### config.mk
export PLATFORM = sky130hd
export DESIGN_NAME = guess_judge_flat
export DESIGN_NICKNAME = d
export VERILOG_FILES = /design/src/rtl/guess_judge_if.sv /design/src/rtl/guess_judge.sv /design/src/flat_wrapper.sv
export SDC_FILE = /design/constraint.sdc
export NUM_CORES = 1
export LEC_CHECK = 0
export CELL_PAD_IN_SITES_DETAIL_PLACEMENT = 1
export CELL_PAD_IN_SITES_GLOBAL_PLACEMENT = 1
export CORE_MARGIN = 2
export CORE_UTILIZATION = 42
export CTS_CLUSTER_SIZE = 10
export DETAILED_ROUTE_END_ITERATION = 8
export MAX_ROUTING_LAYER = met4
export PLACE_DENSITY = 0.83
export SLEW_MARGIN = 15
export SYNTH_ARGS = -nofsm -noshare
export SYNTH_HDL_FRONTEND = slang
export SYNTH_SLANG_ARGS = --single-unit
### constraint.sdc
create_clock -name clk -period 3.3 [get_ports clk]
set_clock_uncertainty 0.1 [all_clocks]
set_input_delay 0.33 -clock clk [delete_from_list [all_inputs] [get_ports clk]]
set_output_delay 0.33 -clock clk [all_outputs]
set_load 0.03 [all_outputs]
### src/rtl/guess_judge_if.sv
// rtl/guess_judge_if.sv - secret/guess inputs and score outputs of the guess judge
interface guess_judge_if;
    logic       load;
    logic [3:0] s3, s2, s1, s0;
    logic       guess_valid;
    logic [3:0] g3, g2, g1, g0;
    logic       ready;
    logic       result_valid;
    logic [2:0] bulls;
    logic [2:0] cows;
    logic [3:0] tries;
    logic       win;
    logic       lose;

    modport master (
        output load, s3, s2, s1, s0, guess_valid, g3, g2, g1, g0,
        input  ready, result_valid, bulls, cows, tries, win, lose
    );

    modport slave (
        input  load, s3, s2, s1, s0, guess_valid, g3, g2, g1, g0,
        output ready, result_valid, bulls, cows, tries, win, lose
    );
endinterface

### src/rtl/guess_judge.sv
// rtl/guess_judge.sv - bulls/cows scorer: latches a secret, scores guesses one digit per cycle
module guess_judge #(
    parameter int MAX_TRIES = 10
) (
    input logic          clk,
    input logic          rst,
    guess_judge_if.slave bus
);
    typedef enum logic [2:0] {IDLE, WAIT, BULL, COW, RESULT, OVER} state_t;

    state_t          state, state_n;
    logic [1:0]      k, k_n;
    logic [3:0][3:0] sec, sec_n;
    logic [3:0][3:0] gd, gd_n;
    logic [3:0]      used_s, used_s_n;
    logic [3:0]      used_g, used_g_n;
    logic [2:0]      wb, wb_n;
    logic [2:0]      wc, wc_n;
    logic            ready_q, ready_n;
    logic            rv_q, rv_n;
    logic [2:0]      bulls_q, bulls_n;
    logic [2:0]      cows_q, cows_n;
    logic [3:0]      tries_q, tries_n;
    logic            win_q, win_n;
    logic            lose_q, lose_n;
    logic            hit;
    logic [1:0]      jsel;

    always_ff @(posedge clk or posedge rst) begin
        if (rst) state <= IDLE;
        else     state <= state_n;
    end

    always_ff @(posedge clk or posedge rst) begin
        if (rst) begin
            k       <= '0;
            sec     <= '0;
            gd      <= '0;
            used_s  <= '0;
            used_g  <= '0;
            wb      <= '0;
            wc      <= '0;
            ready_q <= 1'b0;
            rv_q    <= 1'b0;
            bulls_q <= '0;
            cows_q  <= '0;
            tries_q <= '0;
            win_q   <= 1'b0;
            lose_q  <= 1'b0;
        end else begin
            k       <= k_n;
            sec     <= sec_n;
            gd      <= gd_n;
            used_s  <= used_s_n;
            used_g  <= used_g_n;
            wb      <= wb_n;
            wc      <= wc_n;
            ready_q <= ready_n;
            rv_q    <= rv_n;
            bulls_q <= bulls_n;
            cows_q  <= cows_n;
            tries_q <= tries_n;
            win_q   <= win_n;
            lose_q  <= lose_n;
        end
    end

    // Lowest unused secret position holding the current guess digit.
    always_comb begin
        hit  = 1'b0;
        jsel = 2'd0;
        for (int j = 3; j >= 0; j--) begin
            if (!used_s[j] && sec[j] == gd[k]) begin
                hit  = 1'b1;
                jsel = 2'(j);
            end
        end
    end

    always_comb begin
        state_n  = state;
        k_n      = k;
        sec_n    = sec;
        gd_n     = gd;
        used_s_n = used_s;
        used_g_n = used_g;
        wb_n     = wb;
        wc_n     = wc;
        rv_n     = 1'b0;
        bulls_n  = bulls_q;
        cows_n   = cows_q;
        tries_n  = tries_q;
        win_n    = win_q;
        lose_n   = lose_q;

        case (state)
            WAIT: begin
                if (bus.guess_valid && ready_q) begin
                    gd_n     = {bus.g3, bus.g2, bus.g1, bus.g0};
                    used_s_n = '0;
                    used_g_n = '0;
                    wb_n     = '0;
                    wc_n     = '0;
                    k_n      = 2'd0;
                    state_n  = BULL;
                end
            end
            BULL: begin
                if (gd[k] == sec[k]) begin
                    wb_n        = wb + 3'd1;
                    used_s_n[k] = 1'b1;
                    used_g_n[k] = 1'b1;
                end
                k_n = k + 2'd1;
                if (k == 2'd3) state_n = COW;
            end
            COW: begin
                if (!used_g[k] && hit) begin
                    wc_n           = wc + 3'd1;
                    used_s_n[jsel] = 1'b1;
                end
                k_n = k + 2'd1;
                if (k == 2'd3) state_n = RESULT;
            end
            RESULT: begin
                rv_n    = 1'b1;
                tries_n = tries_q + 4'd1;
                bulls_n = wb;
                cows_n  = wc;
                if (wb == 3'd4) begin
                    win_n   = 1'b1;
                    state_n = OVER;
                end else if (tries_q + 4'd1 == 4'(MAX_TRIES)) begin
                    lose_n  = 1'b1;
                    state_n = OVER;
                end else begin
                    state_n = WAIT;
                end
            end
            default: ;
        endcase

        // A load overrides everything, including a guess offered in the same cycle.
        if (bus.load) begin
            sec_n   = {bus.s3, bus.s2, bus.s1, bus.s0};
            tries_n = '0;
            bulls_n = '0;
            cows_n  = '0;
            win_n   = 1'b0;
            lose_n  = 1'b0;
            rv_n    = 1'b0;
            state_n = WAIT;
        end

        ready_n = (state_n == WAIT);
    end

    assign bus.ready        = ready_q;
    assign bus.result_valid = rv_q;
    assign bus.bulls        = bulls_q;
    assign bus.cows         = cows_q;
    assign bus.tries        = tries_q;
    assign bus.win          = win_q;
    assign bus.lose         = lose_q;
endmodule

### src/flat_wrapper.sv
// flat-port wrapper written by rule: the top's interface ports become plain ports
module guess_judge_flat 
#(
    parameter int MAX_TRIES = 10
)
  (clk, rst, bus_load, bus_s3, bus_s2, bus_s1, bus_s0, bus_guess_valid, bus_g3, bus_g2, bus_g1, bus_g0, bus_ready, bus_result_valid, bus_bulls, bus_cows, bus_tries, bus_win, bus_lose);
  guess_judge_if bus_i ();
  input logic clk;
  input logic rst;
  input wire logic [$bits(bus_i.load)-1:0] bus_load;
  input wire logic [$bits(bus_i.s3)-1:0] bus_s3;
  input wire logic [$bits(bus_i.s2)-1:0] bus_s2;
  input wire logic [$bits(bus_i.s1)-1:0] bus_s1;
  input wire logic [$bits(bus_i.s0)-1:0] bus_s0;
  input wire logic [$bits(bus_i.guess_valid)-1:0] bus_guess_valid;
  input wire logic [$bits(bus_i.g3)-1:0] bus_g3;
  input wire logic [$bits(bus_i.g2)-1:0] bus_g2;
  input wire logic [$bits(bus_i.g1)-1:0] bus_g1;
  input wire logic [$bits(bus_i.g0)-1:0] bus_g0;
  output wire logic [$bits(bus_i.ready)-1:0] bus_ready;
  output wire logic [$bits(bus_i.result_valid)-1:0] bus_result_valid;
  output wire logic [$bits(bus_i.bulls)-1:0] bus_bulls;
  output wire logic [$bits(bus_i.cows)-1:0] bus_cows;
  output wire logic [$bits(bus_i.tries)-1:0] bus_tries;
  output wire logic [$bits(bus_i.win)-1:0] bus_win;
  output wire logic [$bits(bus_i.lose)-1:0] bus_lose;
  assign bus_i.load = bus_load;
  assign bus_i.s3 = bus_s3;
  assign bus_i.s2 = bus_s2;
  assign bus_i.s1 = bus_s1;
  assign bus_i.s0 = bus_s0;
  assign bus_i.guess_valid = bus_guess_valid;
  assign bus_i.g3 = bus_g3;
  assign bus_i.g2 = bus_g2;
  assign bus_i.g1 = bus_g1;
  assign bus_i.g0 = bus_g0;
  assign bus_ready = bus_i.ready;
  assign bus_result_valid = bus_i.result_valid;
  assign bus_bulls = bus_i.bulls;
  assign bus_cows = bus_i.cows;
  assign bus_tries = bus_i.tries;
  assign bus_win = bus_i.win;
  assign bus_lose = bus_i.lose;
  guess_judge #(.MAX_TRIES(MAX_TRIES)) u_core (.clk(clk), .rst(rst), .bus(bus_i));
endmodule
[Word level (Yosys, flattened, before mapping)]
Index checks and enable logic that the tools add are counted.
Word-level totals
  bits in registers: 65
  word-level logic and storage cells: 130
  output and inout bits: 14
  input bits: 36
Cells by class
  multiplexer cells: 53
  reductions and logical operators: 28
  order comparisons: 4
  bitwise gates (word level): 3
  add/sub/neg operators: 4
  equal/unequal tests: 17
Operators by type and width (number)
  $mux W3: 13
  $mux W4: 8
  $eq A4 B4 Y1: 5
  $bmux W4 S2: 2
  $mux W1: 16
  $or A4 B4 Y4: 3
  $pmux W3 S2: 2
  $pmux W3 S4: 1
  $pmux W4 S3: 1
  $reduce_bool A2 Y1: 6
  $mux W2: 5
  $reduce_and A3 Y1: 3
  $logic_and A1 B1 Y1: 8
  $pmux W4 S2: 1
  $add A3 B1 Y3 const B: 2
  $eq A3 B1 Y1 const B: 2
  $eq A3 B2 Y1 const B: 2
  $eq A3 B3 Y1 const B: 2
  $lt A2 B3 Y1 const B: 2
  $ne A2 B1 Y1 const B: 3
  $reduce_and A2 Y1: 3
  $logic_not A1 Y1: 5
  $add A4 B1 Y4 const B: 1
  $demux W1 S2: 2
  10 further kinds: 11

[Depth between registers and ports, before layout]
Gate-level depths: netlist of run 1.
  word-level depth: 15
  mapped depth: 9
  gate-level depth less buffers: 7

[Least setup slack after synthesis of run 1]
OpenSTA, ideal clock, no wires.
  path kind: register -> register
  start: reg u_core.k[1]
  end: reg u_core.used_s[2]
  stages on the path, launching flop included: 10
  setup time: 0.160 ns
  data arrival time: 2.213 ns
  path slack: 0.827 ns
  path through: dfrtp_1 > buf_6 > mux4_2 > buf_6 > xnor2_1 > nand3_1 > nor3_2 > o41ai_2 > nor2b_4 > a211oi_1
On the way
  longest elaborated chain between the ends: 15
  elaborated cells on any way between the ends: 43
RTL lines
  from (decl): RTL line guess_judge.sv:12  | logic [1:0] k, k_n;
  from (signal assigned): RTL line guess_judge.sv:51  | k <= k_n;
  $bmux W4 S2: RTL line guess_judge.sv:73, guess_judge.sv:109
  $mux W4 (implied by the code): RTL line guess_judge.sv:73, guess_judge.sv:109
  $eq A4 B4 Y1: RTL line guess_judge.sv:73  | if (!used_s[j] && sec[j] == gd[k]) begin
  $logic_and A1 B1 Y1: RTL line guess_judge.sv:73
  $mux W2 (4 in a row): RTL line guess_judge.sv:73
  $lt A2 B3 Y1 (implied by the code) or $ge A2 B1 Y1 (tied branches): RTL line guess_judge.sv:120  | used_s_n[jsel] = 1'b1;
  $logic_and A1 B1 Y1 (implied by the code): RTL line guess_judge.sv:120
  $mux W1 (implied by the code): RTL line guess_judge.sv:120
  $demux W1 S2
  $or A4 B4 Y4 (no source line)
  $mux W4: RTL line guess_judge.sv:118  | if (!used_g[k] && hit) begin
  $pmux W4 S3: RTL line guess_judge.sv:96  | case (state)
  to (signal assigned): RTL line guess_judge.sv:54  | used_s <= used_s_n;
  to (decl): RTL line guess_judge.sv:15  | logic [3:0] used_s, used_s_n;
Several ways; a longest one is shown, not always the timed one. The select of a mux whose other input is x is not followed.
A chain may end at the register's enable or synchronous reset.

[Worst setup path after layout of run 1]
  start: reg u_core.k[0]
  end: reg u_core.wc[2]
On the way
  longest elaborated chain between the ends: 11
  elaborated cells on any way between the ends: 20
RTL lines
  $bmux W4 S2: RTL line guess_judge.sv:73
  $mux W4 (implied by the code): RTL line guess_judge.sv:73
  $eq A4 B4 Y1: RTL line guess_judge.sv:73
  $logic_and A1 B1 Y1: RTL line guess_judge.sv:73
  $mux W1 (4 in a row): RTL line guess_judge.sv:73
  $logic_and A1 B1 Y1 (*): RTL line guess_judge.sv:118
  $ne A2 B1 Y1 (no source line) (*)
  $reduce_and A3 Y1 (no source line) (*)
  to (signal assigned): RTL line guess_judge.sv:57  | wc <= wc_n;
  to (decl): RTL line guess_judge.sv:18  | logic [2:0] wc, wc_n;
Every way passes the cells marked *; elsewhere a longest branch is shown, timed or not. The select of a mux whose other input is x is not followed.

==> impl_metrics.csv, run 1 <==
group,metric,value,unit
detailed_routing,drcViolationCount,0,
clock_network,cts_resized,0,
sta,holdWs,0.405,ns
pwr,p_per_area,742,nW/µm²
place,hpwl,5.68,mm
pwr,power_leakage,1.76,nW
logic_synthesis,synth_top_area_cell,"dfrtp_1",
final_layout,nNetsFinal,415,
global_route,track_usage,21.3,%
detailed_routing,wirelength,8.01,mm
detailed_routing,routed_via_density,5.29,
sta,fin_crit,2.89,ns
die,fp-row-count,32,
die,io_pins,50,
die,core_area,7690,µm²
sta,rsz0062_at_grt,"no",
detailed_routing,drtIter0Drc,119,
clock_network,clockBufferDepth,2,
sta,drv_slew,0,
clock_network,cts_tree,"built",
worst_hold_path,hold_end,"u_core.gd[2]",
global_route,grt.overflow.total,0,
logic_synthesis,synth_cells,320,
global_route,grt_pass1_vias,2790,
clock_network,post_cts_buffers,0,
final_layout,antenna_cells,0,
logic_synthesis,syn-num-nets,365,
sta,period_share,87.6,%
logic_synthesis,synth_seq_cells,65,
die,dieArea,8620,µm²
run_status,outcome,"complete, no violations",
critical_path,rrSetupSlack,0.41,ns
clock_network,cts_made_buffers,9,
clock_network,htreeDepth,3,
critical_path,reg2regPathDepth,8,
critical_path,critPathMaxStageDelay,0.69,ns
critical_path,crit_buf_inv,1,
critical_path,cp.arrival,3.06,ns
critical_path,critical_path.endpoint_type,"flop",
pwr,total_power,0.00305,W
logic_synthesis,async_flop_share,100,%
sta,finalSetupTns,0,ns
logic_synthesis,synth_edf_count,0,
global_route,grt_start_max_net_pins,66,
sta,max_slew_margin,42.6,%
global_route,antenna_found_initial,0,
critical_path,startpoint_type,"flop",
place,gp_congestion,0.874,
die,die_h,92.9,µm
sta,max_freq,346,MHz
pwr,vdd_drop_max,314,µV
clock_network,clock_sinks,65,
logic_synthesis,synth_top_area_share,49.0,%
logic_synthesis,ys_top_cells_by_area,"dfrtp_1 49%, nand2_1 8.8%, mux2_2 5.4%, mux4_2 4.8%, xnor2_1 4.8%",
logic_synthesis,seq_area_frac_synth,49.0,%
critical_path,required,3.47,ns
critical_path,slowest_stage,"dfrtp_1",
clock_network,ctsHoldBuffers,0,
critical_path,r2r-start,"u_core.k[0]",
clock_network,cts_root_buf,"clkbuf_8",
detailed_routing,routed-via-count,2518,
sta,setup_viol,0,
critical_path,crit_fanout,14,
critical_path,rr_endpoint,"u_core.wc[2]",
worst_hold_path,hp-start,"u_core.gd[2]",
detailed_routing,routedWlPerCell,16.8,µm
clock_network,clk_latency,0.34,ns
detailed_routing,antenna_left,0,
logic_synthesis,synth_area,3320,µm²
place,portBuffers,49,
logic_synthesis,avgSynthCellArea,10.4,µm²
global_route,grt_pass1_wl,13.8,mm
final_layout,drive_gt1_share,13.1,%
logic_synthesis,yosysWarnings,0,
sta,timing.final.ws_setup,0.408,ns
clock_network,path_clk_slew,0.07,ns
die,die_w,92.9,µm
final_layout,areaGrowthSynthToFinish,24.0,%
critical_path,criticalPathCategory,"flop to flop",
place,place_ws,0.431,ns
logic_synthesis,ys.flop_type,"dfrtp_1",
final_layout,final_common_cell,"nand2_1",
logic_synthesis,yosysUniqueCellTypes,41,
worst_hold_path,hp-class,"flop to flop",
sta,hold_violations,0,
sta,worst_pin_slew,0.858,ns
die,start_util,43.1,%
critical_path,path_cells,"mux4_2 > xnor2_1 > nand2_1 > nor4_4 > o41ai_2 > buf_4 > or3_1 > a21oi_1",
final_layout,layout_common_cells,"78 x nand2_1, 65 x dfrtp_1, 49 x clkdlybuf4s50_1, 19 x nor2_1, 18 x xnor2_1",
run,maxCapViolCount,0,
critical_path,crit_family,"simple AND/OR/NAND/NOR gates",
worst_hold_path,hold_depth,2,
detailed_routing,firstDrtPassIters,4,
==> power by group <==
part | internal [W] | total [W] | switching (W)
combinational | 0.000510 | 0.00113 | 0.000619
clock | 0.000442 | 0.000746 | 0.000304
sequential | 0.000964 | 0.00118 | 0.000213
total | 0.00192 | 0.00305 | 0.00114
==> worst max path at each step <==
| stage | startpoint | endpoint | slack [ns] | depth (start not counted) |
|---|---|---|---|---|
| after global placement | u_core.k[0] | u_core.wc[2] | 0.58 | 8 |
| after global routing | u_core.k[0] | u_core.wc[2] | 0.20 | 8 |
| after detailed placement | u_core.k[0] | u_core.wc[2] | 0.43 | 8 |
| after floorplan | u_core.k[1] | u_core.used_s[2] | 0.83 | 9 |
| after CTS | u_core.k[0] | u_core.wc[2] | 0.40 | 8 |
| final | u_core.k[0] | u_core.wc[2] | 0.41 | 8 |
==> per-layer routing <==
metal	up-vias	track usage (%)	wire length [µm]
li1	1178	-	-
met1	1275	25.0	3420
met2	55	36.8	4230
met3	10	3.58	267
met4	0	7.72	103
met5	-	-	0
==> Yosys cell counts, types with 7 or more instances <==
cell type  number
a21oi_1        17
nor3_1          9
ha_1            9
mux4_2          7
xor2_1         12
xnor2_1        18
mux2_2         16
nand2_1        78
nor2_1         19
inv_1          10
clkbuf_1       10
dfrtp_1        65
==> sequential cells by signal, summed over array words and instances, names as in the netlist, 4 cells and up <==
register and flops:
u_core.used_g 4, u_core.bus.tries 4, u_core.gd 16, u_core.sec 16
u_core.used_s 4
==> worst reg2reg max path, cell delays in order (launching register included) <==
cell	delay [ns]
dfrtp_1	0.69
mux4_2	0.67
xnor2_1	0.23
nand2_1	0.13
nor4_4	0.27
o41ai_2	0.12
buf_4	0.16
or3_1	0.31
a21oi_1	0.15
==> metrics by stage <==
step	util [%]	instances	cell area [µm²]
2_1_floorplan	-	320	3320
3_3_place_gp	50.7	461	3900
3_5_place_dp	50.7	461	3900
4_1_cts	53.5	476	4110
5_1_grt	53.5	476	4110
6_report	53.5	476	4110
==> layout make-up <==
class,count,area (µm²)
Clock inverter,3,65.1
Clock buffer,12,145
Multi-Input combinational cell,230,1580
Sequential cell,65,1630
Inverter,10,37.5
Timing Repair Buffer,54,528
Fill cell,864,3580
Tap cell,102,128
==> cells by family (layout without fill, tap and decap cells) <==
group	after synthesis	after routing	share of synthesized area (%)
simple gates	126	126	16.9
compound gates	37	37	7.17
xor+xnor	30	30	7.92
mux	28	28	12.2
buf+inv	25	79	3.43
fa+ha+maj	9	9	3.40
flops	65	65	49.0
No activity file was read; power rests on OpenSTA's default activity.
==> inputs of run 2 (changes only) <==
--- a/config.mk
+++ b/config.mk
@@ -8,11 +8,12 @@
 export CELL_PAD_IN_SITES_DETAIL_PLACEMENT = 1
 export CELL_PAD_IN_SITES_GLOBAL_PLACEMENT = 1
 export CORE_MARGIN = 2
-export CORE_UTILIZATION = 42
+export CORE_UTILIZATION = 44
+export CTS_BUF_LIST = sky130_fd_sc_hd__clkbuf_8
 export CTS_CLUSTER_SIZE = 10
 export DETAILED_ROUTE_END_ITERATION = 8
 export MAX_ROUTING_LAYER = met4
-export PLACE_DENSITY = 0.83
+export PLACE_DENSITY = 0.87
 export SLEW_MARGIN = 15
 export SYNTH_ARGS = -nofsm -noshare
 export SYNTH_HDL_FRONTEND = slang
==> run 2 against run 1 <==
Hold slack worse by 0.28 ns. Maximum frequency down 0.96%. Die area down 4.3%. Critical path type unchanged.
==> impl_metrics.csv, run 2 (same netlist as run 1, synthesis figures left out) <==
group,metric,value,unit
run_status,outcome,"complete, no violations",
clock_network,clock_sinks,65,
final_layout,multiInputGateArea,1580,µm²
clock_network,cts_tree,"built",
pwr,p_per_area,734,nW/µm²
global_route,grt.overflow.total,0,
detailed_routing,antenna_left,0,
final_layout,finalNonFillerCells,477,
sta,max_freq,342,MHz
sta,rsz0062_at_grt,"no",
detailed_routing,firstDrtPassIters,4,
critical_path,criticalPathCategory,"flop to flop",
worst_hold_path,hp-class,"primary input to asynchronous set/reset pin",
clock_network,post_cts_buffers,0,
die,start_util,45.5,%
critical_path,crit_fanout,14,
pwr,power_leakage,1.77,nW
detailed_routing,routed-wl-met2,4.19,mm
detailed_routing,highest_layer,"met4",
sta,max_slew_margin,41.6,%
detailed_routing,wl_met3,240,µm
clock_network,clk_latency,0.35,ns
critical_path,setup.worst_path.start,"u_core.k[1]",
place,gp_congestion,0.878,
detailed_routing,drtIter0Drc,145,
die,io_pins,50,
clock_network,clockBufferDepth,2,
critical_path,startpoint_type,"flop",
sta,period_share,88.5,%
global_route,antenna_found_initial,0,
final_layout,layout_common_cells,"78 x nand2_1, 65 x dfrtp_1, 49 x clkdlybuf4s50_1, 19 x nor2_1, 18 x xnor2_1",
final_layout,final_cell_area,4140,µm²
detailed_routing,wirelength,8.02,mm
die,dieArea,8250,µm²
place,hpwl,6.00,mm
clock_network,cts_root_buf,"clkbuf_8",
clock_network,cts_made_buffers,9,
final_layout,antenna_cells,0,
die,fp-row-count,31,
detailed_routing,routed_via_density,5.32,
detailed_routing,routed-via-count,2537,
clock_network,path_clk_slew,0.08,ns
global_route,grt_pass1_vias,2846,
sta,hold_violations,0,
sta,timing.final.ws_setup,0.380,ns
final_layout,final_common_cell,"nand2_1",
place,place_area,3920,µm²
clock_network,htreeDepth,3,
place,portBuffers,49,
critical_path,required,3.47,ns
pwr,vdd_drop_max,320,µV
global_route,grt_pass1_wl,14.0,mm
run,maxCapViolCount,0,
clock_network,ctsHoldBuffers,0,
global_route,track_usage,22.1,%
final_layout,seqCellArea,1630,µm²
detailed_routing,met1_length,3.44,mm
sta,setup_viol,0,
place,place_ws,0.374,ns
die,die_w,90.8,µm
critical_path,r2r-start,"u_core.k[1]",
detailed_routing,drcViolationCount,0,
sta,finalSetupTns,0,ns
detailed_routing,routedWlPerCell,16.8,µm
die,die_h,90.8,µm
critical_path,cp.arrival,3.09,ns
final_layout,largestRegisters,"u_core.gd x16, u_core.sec x16",
final_layout,nNetsFinal,418,
final_layout,drive_gt1_share,14.6,%
clock_network,cts_resized,0,
final_layout,areaGrowthSynthToFinish,24.7,%
sta,drv_slew,0,
global_route,grt_start_max_net_pins,32,
final_layout,fill_cells,844,
sta,worst_pin_slew,0.874,ns
sta,fin_crit,2.92,ns
critical_path,critical_path.endpoint_type,"flop",
die,core_area,7290,µm²
place,dp_cells,461,
-- run 2: cell count changes in the layout (fill, tap and decap cells not counted) --
cell        change
buf_4           +3
clkbuf_1        -2
clkbuf_8        +2
clkinvlp_4      +2
bufinv_16       -1
-- run 2: final cells by class --
class,count,share of cell area [%]
repair buffers,57,13.3
clock buffers,12,3.99
multi-input cells,230,38.2
flip-flops and latches,65,39.3
inverters,10,0.908
well taps,99,3.00
clock inverters,4,1.21
-- run 2: critical path, stage by stage, from the launching register on --
cell and delay, ns:
dfrtp_1 0.70, mux4_2 0.69, xnor2_1 0.20, nand3_1 0.13, nor3_2 0.26, o41ai_2 0.13
buf_4 0.17, or3_1 0.31, a21oi_1 0.15
-- run 2: path summary, 6_finish.rpt --
path	to	cells after the start	slack [ns]
setup / recovery	u_core.wc[2]	8	0.38
hold / removal	u_core.bus.tries[0]	2	0.13
setup reg to reg	u_core.wc[2]	8	0.38
hold reg to reg	u_core.gd[6]	2	0.39
max in group asynchronous	u_core.gd[4]	3	2.28
min in group clk	u_core.gd[6]	2	0.39
-- run 2: power breakdown --
| group | switching (W) | internal [W] |
|---|---|---|
| Combinational | 0.000639 | 0.000517 |
| Clock | 0.000314 | 0.000409 |
| Sequential | 0.000194 | 0.000964 |
| Total | 0.00115 | 0.00189 |
-- run 2: layer usage --
metal  GRT usage [%]  up-vias
li1                -     1188
met1            26.7     1279
met2            37.6       53
met3            3.09       17
met4            8.96        0
met5               -        -
-- run 2: metrics by stage --
stage / utilization, % / total power [W] / hold WS [ns]
final: 56.7 / 0.00304 / 0.128
after global routing: 56.7 / 0.00324 / 0.153
after CTS: 56.7 / 0.00307 / 0.136
after detailed placement: 53.8 / 0.00233 / 0.374
after global placement: 53.8 / 0.00225 / 0.375
after floorplan: - / 0.00202 / 0.316
